==> src/rtl/fwd_hazard_ctrl.sv <==
// fwd_hazard_ctrl
//   Forwarding and load-use hazard controller for the 5-stage RISC-V core.
//   It keeps its own shadow copy of the EX, MEM and WB pipeline registers
//   (valid, destination register, write enable, plus source/load info for EX).
//   From these it computes the EX-stage operand mux selects and the load-use
//   stall. It also keeps a saturating count of stall cycles.
//
// Ports
//   clk            core clock, rising edge
//   reset          asynchronous, active-high; discards all in-flight entries
//   id_valid       an instruction is present in ID
//   id_rs1/id_rs2  ID source registers
//   id_use_rs1/2   ID instruction actually reads rs1/rs2
//   id_rd          ID destination register
//   id_reg_write   ID instruction writes rd
//   id_mem_read    ID instruction is a load
//   flush          taken branch: the ID instruction must not enter EX
//   fwd_a_sel      operand A select: 0=regfile, 1=EX/MEM result, 2=MEM/WB result
//   fwd_b_sel      operand B select, same encoding
//   stall          hold PC and IF/ID, insert a bubble into EX
//   stall_count    saturating number of stall cycles since reset
module fwd_hazard_ctrl #(
  parameter int RA_W  = 5,
  parameter int CNT_W = 16
) (
  input  logic             clk,
  input  logic             reset,
  input  logic             id_valid,
  input  logic [RA_W-1:0]  id_rs1,
  input  logic [RA_W-1:0]  id_rs2,
  input  logic             id_use_rs1,
  input  logic             id_use_rs2,
  input  logic [RA_W-1:0]  id_rd,
  input  logic             id_reg_write,
  input  logic             id_mem_read,
  input  logic             flush,
  output logic [1:0]       fwd_a_sel,
  output logic [1:0]       fwd_b_sel,
  output logic             stall,
  output logic [CNT_W-1:0] stall_count
);

  // EX shadow entry
  logic            ex_valid;
  logic [RA_W-1:0] ex_rs1;
  logic [RA_W-1:0] ex_rs2;
  logic            ex_use_rs1;
  logic            ex_use_rs2;
  logic [RA_W-1:0] ex_rd;
  logic            ex_rw;
  logic            ex_mr;

  // MEM and WB shadow entries only need to describe what they will write
  logic            mem_valid;
  logic [RA_W-1:0] mem_rd;
  logic            mem_rw;
  logic            wb_valid;
  logic [RA_W-1:0] wb_rd;
  logic            wb_rw;

  // A stage is a forwarding/stall source only if it really writes a
  // register other than x0.
  logic ex_qual;
  logic mem_qual;
  logic wb_qual;

  assign ex_qual  = ex_valid  & ex_rw  & (ex_rd  != '0);
  assign mem_qual = mem_valid & mem_rw & (mem_rd != '0);
  assign wb_qual  = wb_valid  & wb_rw  & (wb_rd  != '0);

  // Operand selects: MEM is checked first because it holds the younger
  // producer, so its value supersedes anything sitting in WB.
  always_comb begin
    fwd_a_sel = 2'd0;
    fwd_b_sel = 2'd0;
    if (ex_valid) begin
      if (ex_use_rs1 && mem_qual && (mem_rd == ex_rs1)) begin
        fwd_a_sel = 2'd1;
      end else if (ex_use_rs1 && wb_qual && (wb_rd == ex_rs1)) begin
        fwd_a_sel = 2'd2;
      end
      if (ex_use_rs2 && mem_qual && (mem_rd == ex_rs2)) begin
        fwd_b_sel = 2'd1;
      end else if (ex_use_rs2 && wb_qual && (wb_rd == ex_rs2)) begin
        fwd_b_sel = 2'd2;
      end
    end
  end

  // A load in EX cannot forward to the instruction behind it in time, so the
  // consumer waits one cycle in ID; by then the load is in MEM and the
  // consumer later picks the data up from WB.
  assign stall = id_valid & ex_qual & ex_mr &
                 ((id_use_rs1 & (id_rs1 == ex_rd)) |
                  (id_use_rs2 & (id_rs2 == ex_rd)));

  // Shadow pipeline advance and stall counter. A stall or flush injects a
  // bubble into EX; the stall cycle is still counted even when a flush
  // coincides with it.
  always_ff @(posedge clk or posedge reset) begin
    if (reset) begin
      ex_valid    <= 1'b0;
      ex_rs1      <= '0;
      ex_rs2      <= '0;
      ex_use_rs1  <= 1'b0;
      ex_use_rs2  <= 1'b0;
      ex_rd       <= '0;
      ex_rw       <= 1'b0;
      ex_mr       <= 1'b0;
      mem_valid   <= 1'b0;
      mem_rd      <= '0;
      mem_rw      <= 1'b0;
      wb_valid    <= 1'b0;
      wb_rd       <= '0;
      wb_rw       <= 1'b0;
      stall_count <= '0;
    end else begin
      wb_valid  <= mem_valid;
      wb_rd     <= mem_rd;
      wb_rw     <= mem_rw;
      mem_valid <= ex_valid;
      mem_rd    <= ex_rd;
      mem_rw    <= ex_rw;
      if (stall || flush || !id_valid) begin
        ex_valid   <= 1'b0;
        ex_rs1     <= '0;
        ex_rs2     <= '0;
        ex_use_rs1 <= 1'b0;
        ex_use_rs2 <= 1'b0;
        ex_rd      <= '0;
        ex_rw      <= 1'b0;
        ex_mr      <= 1'b0;
      end else begin
        ex_valid   <= 1'b1;
        ex_rs1     <= id_rs1;
        ex_rs2     <= id_rs2;
        ex_use_rs1 <= id_use_rs1;
        ex_use_rs2 <= id_use_rs2;
        ex_rd      <= id_rd;
        ex_rw      <= id_reg_write;
        ex_mr      <= id_mem_read;
      end
      if (stall && (stall_count != {CNT_W{1'b1}})) begin
        stall_count <= stall_count + CNT_W'(1);
      end
    end
  end

endmodule

==> config.mk <==
export PLATFORM = sky130hd
export DESIGN_NAME = fwd_hazard_ctrl
export DESIGN_NICKNAME = d
export VERILOG_FILES = /design/src/rtl/fwd_hazard_ctrl.sv
export SDC_FILE = /design/constraint.sdc
export NUM_CORES = 1
export LEC_CHECK = 0
export CAP_MARGIN = 20
export CORE_MARGIN = 10
export CORE_UTILIZATION = 35
export DETAILED_ROUTE_END_ITERATION = 10
export GPL_TIMING_DRIVEN = 0
export RECOVER_POWER = 50
export SKIP_CTS_REPAIR_TIMING = 1
export SLEW_MARGIN = 30
export SYNTH_ARGS = -nofsm -noshare
export SYNTH_HDL_FRONTEND = slang
export SYNTH_SLANG_ARGS = --single-unit
==> constraint.sdc <==
create_clock -name clk -period 2.11 [get_ports clk]
set_input_delay 0.422 -clock clk [delete_from_list [all_inputs] [get_ports clk]]
set_output_delay 0.422 -clock clk [all_outputs]
set_load 0.1 [all_outputs]
==> impl_metrics.csv, run 1 <==
group,metric,value,unit
setup_path,cp_data_required_time,1690,ps
die,fp-row-count,29,
timing,slew_viol_final,0,
placement,portBuffers,43,
logic_synthesis,avgSynthCellArea,11.5,µm²
power_and_ir_drop,cellLeakagePower,1.54,nW
setup_path,reg2regPathDepth,7,
timing,max-slew-margin-rel,34.5,%
logic_synthesis,synth_nets,219,
logic_synthesis,synthCells,195,
power_and_ir_drop,powerDensity,597,mW/mm²
setup_path,cp_max_fo,3,
detailed_routing,route.detailed.drc,0,
timing,setup_viol,5,
cts,cts_tree,"yes",
cells_and_area,area.growth.synth_to_final,36.3,%
run_status,status,"finished, violations left",
setup_path,crit_arrival,2070,ps
die,die_width,100,µm
cells_and_area,final_cell_mix,"dfrtp_1 (39), xnor2_1 (35), clkdlybuf4s50_1 (22), and2_1 (21), dlymetal6s2s_1 (16)",
run_status,violations,"negative setup slack",
detailed_routing,vias,1599,
detailed_routing,firstDrtPassIters,4,
global_route,antenna_found_initial,0,
die,ios,44,
global_route,grt_max_degree,51,
hold_path,min_delay_path_depth,0,
cells_and_area,drive_gt1_share,17.9,%
detailed_routing,detail-route-antenna-nets,0,
logic_synthesis,yosysWarnings,0,
cts,cts_max_level,2,
global_route,overflow,0,
global_route,grt_pass1_vias,1693,
detailed_routing,wirelength,5000,µm
power_and_ir_drop,total_power,1.83,mW
placement,dp_hpwl,3780,µm
timing,finalCriticalPeriod,2490,ps
power_and_ir_drop,max-vdd-ir-drop,295,µV
die,fp.dieH,100,µm
cells_and_area,multi_input_area,0.00101,mm²
cts,clockBufferDepth,2,
job,drv_cap,0,
setup_path,critPathCaptureType,"primary output",
detailed_routing,via_per_inst,4.86,
setup_path,slowest_stage,"or4_1",
cells_and_area,layout_commonest_cell,"dfrtp_1",
timing,skew,6.26,ps
logic_synthesis,synth_cell_types,35,
cts,clock_latency,300,ps
setup_path,critPathMaxStageDelay,540,ps
detailed_routing,first_iter_violations,86,
logic_synthesis,ys_ff_latch,50,
timing,fin_crit_sh,118,%
die,die_area,0.0100,mm²
global_route,grt_use_total,10.0,%
cts,clk_pin_slew,90,ps
logic_synthesis,ys_seq_area_share,55.6,%
timing,fmax,401,MHz
timing,setup_slack,-385,ps
detailed_routing,wire_per_inst,15.2,µm
timing,finalHoldViolCount,0,
timing,hold_slack,387,ps
cells_and_area,regArea,0.00126,mm²
timing,rsz0062_at_grt,"yes",
setup_path,path_cells,"or4_1 > o211ai_1 > nor3_2 > nor3_4 > buf_12",
cts,root_buffer,"clkbuf_8",
cells_and_area,diodes,0,
logic_synthesis,synth_area,0.00225,mm²
setup_path,startpoint_type,"flop",
die,initial_core_util,35.7,%
cts,cts-buffers-inserted,5,
die,coreArea,0.00631,mm²
hold_path,hold_path_class,"flop to flop",
cts,clock_sinks,50,
setup_path,crit_type,"flop to primary output",
global_route,grt_pass1_wl,8220,µm
cells_and_area,finalNetCount,275,
placement,globalplace.congestion,0.804,
timing,tightest_slew,981,ps
cells_and_area,nFillCells,607,
-- metal layers --
metal,track usage [%],wire length [µm],part of all wire [%]
met1,12.4,2200,44
met2,15.7,2420,48
met3,3.37,296,5.9
met4,3.91,75,1.5
met5,0,0,0
-- path summary, 6_finish.rpt --
check,from,to,slack [ps]
worst min register to register,mem_valid,wb_valid,390
min in group asynchronous,reset,stall_count[9],560
worst min-delay path,mem_valid,wb_valid,390
max in group asynchronous,reset,mem_rd[2],1100
worst max-delay path,mem_rd[4],fwd_a_sel[1],-380
worst max register to register,ex_rd[1],ex_rs2[4],250
-- flip-flops by register name, summed over array words and instances, names as in the netlist --
register	flops
ex_mr	1
stall_count	16
wb_valid	1
wb_rd	5
ex_rs1	5
ex_use_rs1	1
ex_use_rs2	1
wb_rw	1
mem_valid	1
ex_rd	5
ex_rs2	5
ex_rw	1
mem_rw	1
mem_rd	5
ex_valid	1
-- logic make-up after synthesis --
| logic type | share of synthesized area, % |
|---|---|
| and+or+nand+nor | 21.9 |
| muxes | 0.500 |
| DFF | 55.6 |
| AOI/OAI and AO/OA | 3.11 |
| adders and majority gates | 0.555 |
| xor gates and xnor gates | 17.1 |
| buffers and inverters | 1.28 |
-- Yosys cell counts --
library cell / n / share of area, %
a211oi_1: 1 / 0.33
a21boi_0: 1 / 0.33
a21oi_1: 2 / 0.44
a21oi_4: 1 / 0.72
and2_1: 22 / 6.1
and3_1: 3 / 0.83
and3_2: 1 / 0.33
and4_1: 1 / 0.39
and4_2: 1 / 0.44
buf_2: 2 / 0.44
clkbuf_1: 2 / 0.33
dfrtp_1: 50 / 56
ha_1: 1 / 0.56
inv_1: 3 / 0.50
mux2_2: 1 / 0.50
nand2_1: 10 / 1.7
nand2b_1: 1 / 0.28
nand3_1: 12 / 2.7
nand3b_1: 1 / 0.33
nand4_1: 10 / 2.8
nand4_2: 1 / 0.56
nand4b_1: 1 / 0.39
nor2_1: 6 / 1.0
nor2b_1: 1 / 0.28
nor3_1: 6 / 1.3
nor3b_1: 1 / 0.33
nor4_1: 2 / 0.56
nor4_2: 1 / 0.56
o2111ai_1: 1 / 0.39
o211ai_1: 1 / 0.33
o22ai_2: 1 / 0.56
or3b_1: 1 / 0.39
or4_1: 2 / 0.67
xnor2_1: 35 / 14
xor2_1: 9 / 3.5
-- power breakdown --
group          switching (mW)  total (mW)  internal (mW)
combinational          0.0704       0.157         0.0867
clock                   0.313       0.666          0.352
sequential             0.0265        1.01          0.983
total                   0.410        1.83           1.42
-- per-stage QoR --
| stage | instances | setup TNS, ps | instance area (µm²) | setup slack [ps] | util [%] |
|---|---|---|---|---|---|
| floorplan | 195 | -713 | 2290 | -279 | - |
| global placement | 315 | -37510 | 2820 | -1580 | 44.6 |
| detailed placement | 315 | -12640 | 2820 | -1590 | 44.6 |
| CTS | 323 | -9520 | 2930 | -1590 | 46.4 |
| global route | 329 | -2260 | 3070 | -503 | 48.6 |
| finish | 329 | -1730 | 3070 | -385 | 48.6 |
-- worst max-delay path, delay by kind of cell (launching register included) --
kind | cells | cell delay [ps]
DFF | 1 | 410
buffers and inverters | 1 | 200
and+or+nand+nor | 3 | 870
AOI/OAI and AO/OA | 1 | 290
-- layout make-up --
| class | count | area share, % |
|---|---|---|
| multi-input combinational | 138 | 33.0 |
| tap | 77 | 3.14 |
| timing repair buffer | 49 | 17.7 |
| clock inverter | 3 | 1.47 |
| inverter | 3 | 0.448 |
| sequential | 50 | 41.2 |
| buffer | 4 | 0.775 |
| clock buffer | 5 | 2.24 |
Power figures use the tool's default switching activity.
==> run 2, diff against run 1 <==
--- a/config.mk
+++ b/config.mk
@@ -6,7 +6,6 @@
 export NUM_CORES = 1
 export LEC_CHECK = 0
 export CAP_MARGIN = 20
-export CORE_MARGIN = 10
 export CORE_UTILIZATION = 35
 export DETAILED_ROUTE_END_ITERATION = 10
 export GPL_TIMING_DRIVEN = 0
==> run 2 against run 1 <==
  * The flow still finishes with violations (negative setup slack)
  * Fmax up 3.7%
  * Non-clock buffer count up 4
  * Clock skew rose by 1.3 ps
  * Worst setup slack better by 90 ps
==> impl_metrics.csv, run 2 (same netlist as run 1, synthesis figures left out) <==
group,metric,value,unit
setup_path,startpoint_type,"flop",
global_route,grt_max_degree,51,
placement,portBuffers,43,
timing,fin_crit_sh,114,%
setup_path,crit_type,"flop to primary output",
detailed_routing,detail-route-antenna-nets,0,
hold_path,whs_endpoint,"mem_rw",
timing,setup_viol,5,
cts,clk_pin_slew,90,ps
die,fp-row-count,28,
timing,setup_slack,-295,ps
timing,setup_tns,-1340,ps
placement,globalplace.congestion,0.755,
die,die_width,82.2,µm
run_status,status,"finished, violations left",
hold_path,hold_path_class,"flop to flop",
timing,hold_slack,386,ps
cells_and_area,diodes,0,
global_route,grt_use_total,14.9,%
setup_path,r2r-end,"ex_rs2[1]",
power_and_ir_drop,cellLeakagePower,1.67,nW
setup_path,worstReg2RegStart,"ex_rd[0]",
detailed_routing,first_iter_violations,96,
cells_and_area,fin_area,0.00315,mm²
power_and_ir_drop,total_power,1.84,mW
die,ios,44,
setup_path,cp-startpoint,"mem_rd[1]",
global_route,antenna_found_initial,0,
cts,clock_latency,300,ps
timing,fmax,416,MHz
detailed_routing,vias,1582,
detailed_routing,firstDrtPassIters,4,
cells_and_area,largest_reg_flops,16,
global_route,grt_pass1_wl,7340,µm
cts,cts-buffers-inserted,5,
cells_and_area,regMostFlops,"stall_count",
cells_and_area,finalNetCount,279,
global_route,grt_pass1_vias,1527,
setup_path,cp_data_required_time,1690,ps
cts,cts_max_level,2,
die,coreArea,0.00606,mm²
die,fp.dieH,82.2,µm
placement,dp_hpwl,3320,µm
hold_path,min-delay-start,"ex_rw",
setup_path,cp_max_fo,3,
setup_path,crit_arrival,1980,ps
timing,slew_viol_final,0,
setup_path,reg2regPathDepth,6,
cts,cts_tree,"yes",
placement,dp_slack,-1540,ps
cts,root_buffer,"clkbuf_8",
power_and_ir_drop,powerDensity,584,mW/mm²
timing,finalHoldViolCount,0,
timing,finalCriticalPeriod,2400,ps
setup_path,critPathCaptureType,"primary output",
cells_and_area,area.growth.synth_to_final,39.7,%
cts,clock_sinks,50,
detailed_routing,route.detailed.drc,0,
timing,skew,7.60,ps
run_status,violations,"negative setup slack",
detailed_routing,wire_per_inst,14.0,µm
power_and_ir_drop,max-vdd-ir-drop,338,µV
cells_and_area,layout_commonest_cell,"dfrtp_1",
timing,tightest_slew,975,ps
placement,place_area,0.00282,mm²
detailed_routing,wirelength,4630,µm
cells_and_area,drive_gt1_share,21.1,%
timing,rsz0062_at_grt,"yes",
global_route,overflow,0,
cts,clockBufferDepth,2,
cells_and_area,final_cell_mix,"dfrtp_1 (38), xnor2_1 (33), dlymetal6s2s_1 (25), and2_1 (21), clkdlybuf4s50_1 (13)",
setup_path,reg2reg_slack,320,ps
timing,max-slew-margin-rel,34.9,%
job,drv_cap,0,
die,die_area,0.00676,mm²
die,initial_core_util,37.2,%
detailed_routing,via_per_inst,4.78,
hold_path,min_delay_path_depth,0,
[run 2: worst max path at each step]
stage / endpoint / slack [ps]
3_3_place_gp: stall / -1560
3_5_place_dp: stall / -1540
2_1_floorplan: fwd_a_sel[1] / -280
6_report: fwd_a_sel[1] / -290
5_1_grt: fwd_b_sel[1] / -360
4_1_cts: stall / -1570
[run 2: where the power goes]
group | leakage [nW] | total, mW | switching [mW] | internal, mW
clock | 0.0579 | 0.664 | 0.315 | 0.349
sequential | 0.660 | 1.01 | 0.0273 | 0.983
combinational | 0.950 | 0.162 | 0.0718 | 0.0905
[run 2: cell type report]
class | count | area [µm²]
flip-flops and latches | 50 | 1270
plain buffers | 4 | 23.8
fillers | 555 | 2910
clock buffers | 5 | 68.8
repair buffers | 53 | 601
multi-input cells | 138 | 1040
clock inverters | 3 | 40.0
inverters | 3 | 13.8
well taps | 75 | 93.8
[run 2: stage by stage]
stage	util, %	std cells
after floorplan	-	195
after global placement	46.4	313
after detailed placement	46.4	313
after CTS	48.2	321
after global routing	51.9	331
final	51.9	331
[run 2: layer usage]
metal | up-vias | share of wire [%] | GRT usage, %
li1 | 779 | - | -
met1 | 764 | 49 | 21.4
met2 | 31 | 46 | 21.7
met3 | 8 | 2.7 | 3.52
met4 | 0 | 1.9 | 5.79
met5 | - | 0 | 0
[run 2: worst max-delay path, cell delays in order (launching register included)]
cell      delay (ps)
dfrtp_2          420
or4_4            530
o211ai_1         180
buf_4            150
nor3_2            50
nor3_4           150
buf_12           200
